--- config.mk ---
export PLATFORM = sky130hd
export DESIGN_NAME = ddr_tx_gearbox
export DESIGN_NICKNAME = d
export VERILOG_FILES = /design/src/rtl/ddr_tx_gearbox.sv
export SDC_FILE = /design/constraint.sdc
export NUM_CORES = 1
export LEC_CHECK = 0
export BUFFER_PORTS_ARGS = -buffer_cell sky130_fd_sc_hd__clkbuf_2
export CORE_ASPECT_RATIO = 1.1
export CORE_MARGIN = 3
export CORE_UTILIZATION = 56
export CTS_BUF_LIST = sky130_fd_sc_hd__clkbuf_4 sky130_fd_sc_hd__clkbuf_8
export DETAILED_ROUTE_END_ITERATION = 10
export PLACE_DENSITY = 0.79
export SLEW_MARGIN = 20
export SYNTH_ARGS = -nofsm -noshare
export SYNTH_HDL_FRONTEND = slang
export SYNTH_SLANG_ARGS = --single-unit
--- constraint.sdc ---
create_clock -name SCLK -period 1.9 [get_ports SCLK]
set_input_delay 0.285 -clock SCLK [delete_from_list [all_inputs] [get_ports SCLK]]
set_output_delay 0.285 -clock SCLK [all_outputs]
set_load 0.03 [all_outputs]
--- src/rtl/ddr_tx_gearbox.sv ---
// Serialises WIDTH-bit words into D0/D1 pairs for an ODDRX1F; pair 0 appears one edge after accept.
// One skid entry: READY drops only while it is occupied, so back-to-back words stream with no gap.
module ddr_tx_gearbox #(
  parameter int   WIDTH     = 8,
  parameter logic IDLE_BIT  = 1'b0,
  parameter bit   LSB_FIRST = 1'b1
) (
  input  logic             SCLK,
  input  logic             RSTN,
  input  logic [WIDTH-1:0] DATA,
  input  logic             VALID,
  output logic             READY,
  output logic             D0,
  output logic             D1,
  output logic             BUSY,
  output logic             UNDERRUN
);
  localparam int PAIRS = WIDTH / 2;
  localparam int CW    = $clog2(PAIRS);
  localparam logic [CW-1:0] LAST = CW'(PAIRS - 1);

  if (WIDTH < 4 || WIDTH > 32 || (WIDTH % 2) != 0) begin : g_bad_width
    $error("ddr_tx_gearbox: WIDTH must be even and within 4..32");
  end

  typedef enum logic {IDLE, SEND} state_t;

  state_t           state;
  logic [WIDTH-1:0] sh_q;
  logic [WIDTH-1:0] hold_q;
  logic             hold_vld;
  logic             rdy_en;
  logic [CW-1:0]    cnt;

  logic             accept;
  logic             last;
  logic [WIDTH-1:0] ld_word;
  logic [WIDTH-1:0] ld_rest;
  logic [WIDTH-1:0] sh_rest;
  logic             ld_d0, ld_d1, sh_d0, sh_d1;

  assign READY   = ~hold_vld & rdy_en;
  assign accept  = VALID & READY;
  assign last    = (cnt == LAST);
  assign ld_word = hold_vld ? hold_q : DATA;

  // The shifter holds only the pairs not yet sent; its first pair goes straight to D0/D1 on load.
  if (LSB_FIRST) begin : g_lsb
    assign ld_d0   = ld_word[0];
    assign ld_d1   = ld_word[1];
    assign ld_rest = ld_word >> 2;
    assign sh_d0   = sh_q[0];
    assign sh_d1   = sh_q[1];
    assign sh_rest = sh_q >> 2;
  end else begin : g_msb
    assign ld_d0   = ld_word[WIDTH-1];
    assign ld_d1   = ld_word[WIDTH-2];
    assign ld_rest = ld_word << 2;
    assign sh_d0   = sh_q[WIDTH-1];
    assign sh_d1   = sh_q[WIDTH-2];
    assign sh_rest = sh_q << 2;
  end

  always_ff @(posedge SCLK or negedge RSTN) begin
    if (!RSTN) begin
      state    <= IDLE;
      sh_q     <= '0;
      hold_q   <= '0;
      hold_vld <= 1'b0;
      rdy_en   <= 1'b0;
      cnt      <= '0;
      D0       <= IDLE_BIT;
      D1       <= IDLE_BIT;
      BUSY     <= 1'b0;
      UNDERRUN <= 1'b0;
    end else begin
      rdy_en   <= 1'b1;
      UNDERRUN <= 1'b0;
      if (state == SEND && !last) begin
        D0   <= sh_d0;
        D1   <= sh_d1;
        sh_q <= sh_rest;
        cnt  <= cnt + CW'(1);
        if (accept) begin
          hold_q   <= DATA;
          hold_vld <= 1'b1;
        end
      end else if (hold_vld || accept) begin
        // Start from IDLE or reload on the last-pair edge: held word has priority over DATA.
        state    <= SEND;
        D0       <= ld_d0;
        D1       <= ld_d1;
        sh_q     <= ld_rest;
        cnt      <= '0;
        BUSY     <= 1'b1;
        hold_vld <= 1'b0;
      end else begin
        if (state == SEND) UNDERRUN <= 1'b1;
        state <= IDLE;
        D0    <= IDLE_BIT;
        D1    <= IDLE_BIT;
        BUSY  <= 1'b0;
        cnt   <= '0;
      end
    end
  end

endmodule

After elaboration in Yosys (flattened, before gate mapping). Index checks and enable logic that the tools add are counted. Widths: inputs -> output; s select.

Register bits after elaboration: 24. Input bits: 11. Output and inout port bits: 5.

Add/sub/neg operators: 1. Equality and inequality tests: 2. Mux-type cells: 15. Bitwise operators: 3. Reductions and logical operators: 6.

Operators with widths (count): $mux 8 (3); $mux 1 (11); $reduce_and 2->1 (2); $add 2x1->2 const B (1); $and 1x1->1 (2); $eq 2x2->1 const B (1); $mux 2 (1); $ne 2x2->1 const B (1); $reduce_bool 2->1 (1); $logic_and 1x1->1 (1); $logic_not 1->1 (1); $logic_or 1x1->1 (1); $not 1->1 (1).

Longest topological paths before layout.
Word-level depth: 6. Mapped depth: 5.

Worst setup path before layout. No wires, ideal clock.

Path kind: reg-to-reg. From: register cnt[0]. To: register hold_q[0]. Setup time: 0.125 ns. Arrival: 1.212 ns. Setup slack: 0.563 ns. Cell stages (with the launch flop): 5. Buffers on the path: 0. Clock period less this slack: 1.337 ns. Cell sequence: dfrtp_1 > ha_1 > and2b_1 > nand3_4 > mux2_2.

Longest elaborated chain between the ends: 4.

RTL lines: start: declaration (line 33) `logic [CW-1:0] cnt;`; start signal: assignment (line 83) `cnt <= cnt + CW'(1);`; $eq 2x2->1 (line 44) `assign last = (cnt == LAST);`; $logic_not 1->1 (line 79) `if (state == SEND && !last) begin`; $logic_and 1x1->1 (line 79); $reduce_and 2->1 (no line); end signal: assignment (line 68) `hold_q <= '0;`; end signal: assignment (line 85) `hold_q <= DATA;`; end: declaration (line 30) `logic [WIDTH-1:0] hold_q;`.

No other way between the ends. A chain may end at the register's enable or synchronous reset.

Worst setup path after layout.
From: register hold_vld. To: output port READY.

Longest elaborated chain between the ends: 2.

RTL lines: start: declaration (line 31) `logic hold_vld;`; start signal: assignment (line 69) `hold_vld <= 1'b0;`; start signal: assignment (line 86) `hold_vld <= 1'b1;`; start signal: assignment (line 96) `hold_vld <= 1'b0;`; $not 1->1 (line 42) `assign READY = ~hold_vld & rdy_en;`; $and 1x1->1 (line 42); end: declaration (line 12) `output logic READY,`.

No other way between the ends.

==> results <==
- The flow ran to the end, and the final reports show no timing, DRC or antenna violations.
- The sum of negative setup slack is 0 ns.
- The Yosys step of the flow raised 0 warnings.
- The highest clock frequency the design can meet is 0.591 GHz.
- The post-route minimum period is 1.69 ns.
- The TritonCTS buffer count is 3.
- Across the VDD grid, the largest voltage drop is 0.862 mV.
- For this run, the post-layout net count is 109.
- The part of the total power dissipated in the clock network is 0.144.
- For the pin with the worst max-slew slack, the measured transition is 0.633 ns.
- The wire-length estimate of the detail-placed layout is 1260 um.
- The share of the Yosys chip area taken by registers is 0.571.
- After detailed routing, the number of vias per cell comes to 5.70.
- The area added between synthesis and finish is 13.9%.
- Of the total power, registers draw 0.459.
- The worst endpoint required time is 1.62 ns.
- The worst clock skew is 0.00381 ns.
- The first-pass GRT wire length is 2890 um.
- The die is 49.5 um tall.
- The combinational share of power is 0.397.
- Synthesis produced a netlist with a net count of 89.
- The kind of start point of the critical path is a flip-flop.
- The via count of the first global-routing pass came to 630.
- The internal power summed over all cells is 1110 uW.
- The overall global routing resource usage is 0.179.
- Routability-driven placement finished with a final weighted congestion of 0.744.
- Setup repair after global routing left no endpoint under its margin.
- After synthesis the cells add up to 965 um2.
- The clock transition at the registers of the reported paths is 0.12 ns.
- The initial antenna violation count was 0.
- After technology mapping, the gate count stands at 77.
- The worst path setup slack after routing is 0.209 ns.
- The average detailed-routed wire length per instance is 15.1 um.
- CTS built an H-tree with a depth of 1.
- The final max-slew violation count was 0.
- The number of ports placed on the die boundary is 16.
- The clock reaches the later pin of the worst-skew pair after 0.31 ns.
- The post-synthesis average cell area is 12.5 um2.
- For this block, the initial DRC count from the detailed router was 7.
- Of the total power, the share spent switching nets is 0.382.
- Measured against its own limit, the worst slew margin works out to 0.578.
- The maximum buffer depth of the clock tree is 2.
- The core box area is 1600 um2.
- The initial utilization of the core area, before any placement, comes to 0.605.
- Leaving out fill and tap cells, the most frequent cell in the layout is sky130_fd_sc_hd__dfrtp_1.
- The remaining antenna violation count is 0.
- The type of the most critical hold path is input pin to flip-flop.
- The final hold violation count is 0.
- The number of distinct library cell variants in the gate-level netlist after synthesis is 22.
- The share of the clock period used by the worst path after layout is 0.890.
- The peak fanout along the critical path is 15.
- The number of diodes is 0.
- The post-synthesis sequential element count is 22.
- The overall die width is 45.6 um.
- STA classifies the critical path endpoint as an output port.
- The count of buffers added on input and output ports is 15.
- The remaining global-route overflow is 0.
- For this run, design rule violations remaining after detail routing come to 0.
- The areal power density over the cells is 1640 nW/um2.
- The first TritonRoute pass finished after 4 iterations.
- The number of setup violations in the final report is 0.
- The critical path is of the flip-flop to output port type.
- The cell area reported after detailed placement is 1050 um2.
- The finished cells cover 1100 um2.
- The die covers 2260 um2.
- Summed over all nets, the switching power comes to 686 uW.
- The total of cells resized after clock tree synthesis is 0.
- In the final layout, the share of cells above drive strength 1 is 0.333.
- The total power is 1800 uW.
- The placement row count is 15.
- The number of vias after detailed routing is 644.
- At the worst endpoint, the arrival time is 1.41 ns.
- The largest net degree at the start of global routing is 23.
- CTS saw 22 sinks.
- Summed over all cells, the static leakage comes to 0.000521 uW.
- TritonCTS built the clock tree.
- The worst setup timing slack at the placement stage is 0.414 ns.
- The root buffer selected by CTS is sky130_fd_sc_hd__clkbuf_4.
- In the layout the commonest cells are 22 x sky130_fd_sc_hd__dfrtp_1, 15 x sky130_fd_sc_hd__clkbuf_2, 8 x sky130_fd_sc_hd__mux2_2.
- The tool flagged a number of max-cap violations equal to 0.
- The routed design has 1710 um of wire.
metal layers:
layer | GRT usage | share of wire | vias to the layer above
met5 | 0 | 0 | -
met4 | 0.0732 | 0.021 | 0
met3 | 0.0328 | 0.039 | 5
met2 | 0.270 | 0.47 | 14
met1 | 0.249 | 0.47 | 313
li1 | - | - | 312
critical path: stages (launching register included):
cell and delay [ns]:
sky130_fd_sc_hd__dfrtp_1 0.63, sky130_fd_sc_hd__nor2b_4 0.24, sky130_fd_sc_hd__clkbuf_2 0.22
power groups by stage:
stage	Sequential (uW)	Clock (uW)	Combinational (uW)
global route	853	275	789
CTS	826	262	717
finish	825	258	713
detailed placement	838	0	714
global placement	819	0	685
floorplan	821	0	536
final cells by class:
type	instances	area, um2
fill	114	497
timing repair buffer	17	92.6
tap	17	21.3
sequential	22	551
clock buffer	4	36.3
multi-input combinational	53	398
stage by stage:
step            util  std cells  hold slack, ns
2_1_floorplan      -         77         -0.0106
3_3_place_gp   0.660        108           0.283
3_5_place_dp   0.660        108           0.286
4_1_cts        0.689        113           0.206
5_1_grt        0.689        113           0.210
6_report       0.689        113           0.211
path summary, 6_finish.rpt:
check	from	to	slack [ns]	cells after the start
setup / recovery	hold_vld	READY	0.21	2
hold / removal	DATA[2]	hold_q[2]	0.21	2
setup reg to reg	hold_vld	hold_q[3]	0.40	3
hold reg to reg	cnt[0]	cnt[0]	0.46	1
max in group asynchronous	RSTN	hold_q[0]	1.09	2
min in group asynchronous	RSTN	sh_q[3]	0.46	2
state kept, by name (all words and copies together) (netlist names):
register and cells:
cnt 2, state 1, hold_q 8, UNDERRUN 1
sh_q 6, hold_vld 1, D1 1, rdy_en 1
D0 1
Yosys cell counts (all sizes together):
cell | number | area, um2
a211oi | 6 | 45.0
a21o | 1 | 15.0
a21oi | 1 | 8.76
and2 | 1 | 6.26
and2b | 4 | 30.0
and3 | 1 | 6.26
buf | 2 | 16.3
conb | 1 | 3.75
dfrtp | 22 | 551
ha | 1 | 12.5
mux2 | 8 | 90.1
mux2i | 4 | 40.0
nand2 | 7 | 26.3
nand2b | 1 | 6.26
nand3 | 1 | 17.5
nor2 | 4 | 15.0
nor2b | 2 | 20.0
o21ai | 8 | 40.0
o31ai | 2 | 15.0
logic make-up after synthesis:
family,count (synthesis),synth area share
flip-flops,22,0.571
AND/OR/NAND/NOR,21,0.132
buffers and inverters,2,0.0169
AO/OA/AOI/OAI,18,0.128
other,1,0.00389
adder cells (fa/ha/maj),1,0.0130
multiplexers,12,0.135
timing repair:
item,CTS,global route
setup buffers,0,0
setup endpoints to repair,0,0
hold buffers,1,0
endpoints found under the hold margin,22,0
(Power assumes the default switching activity.)
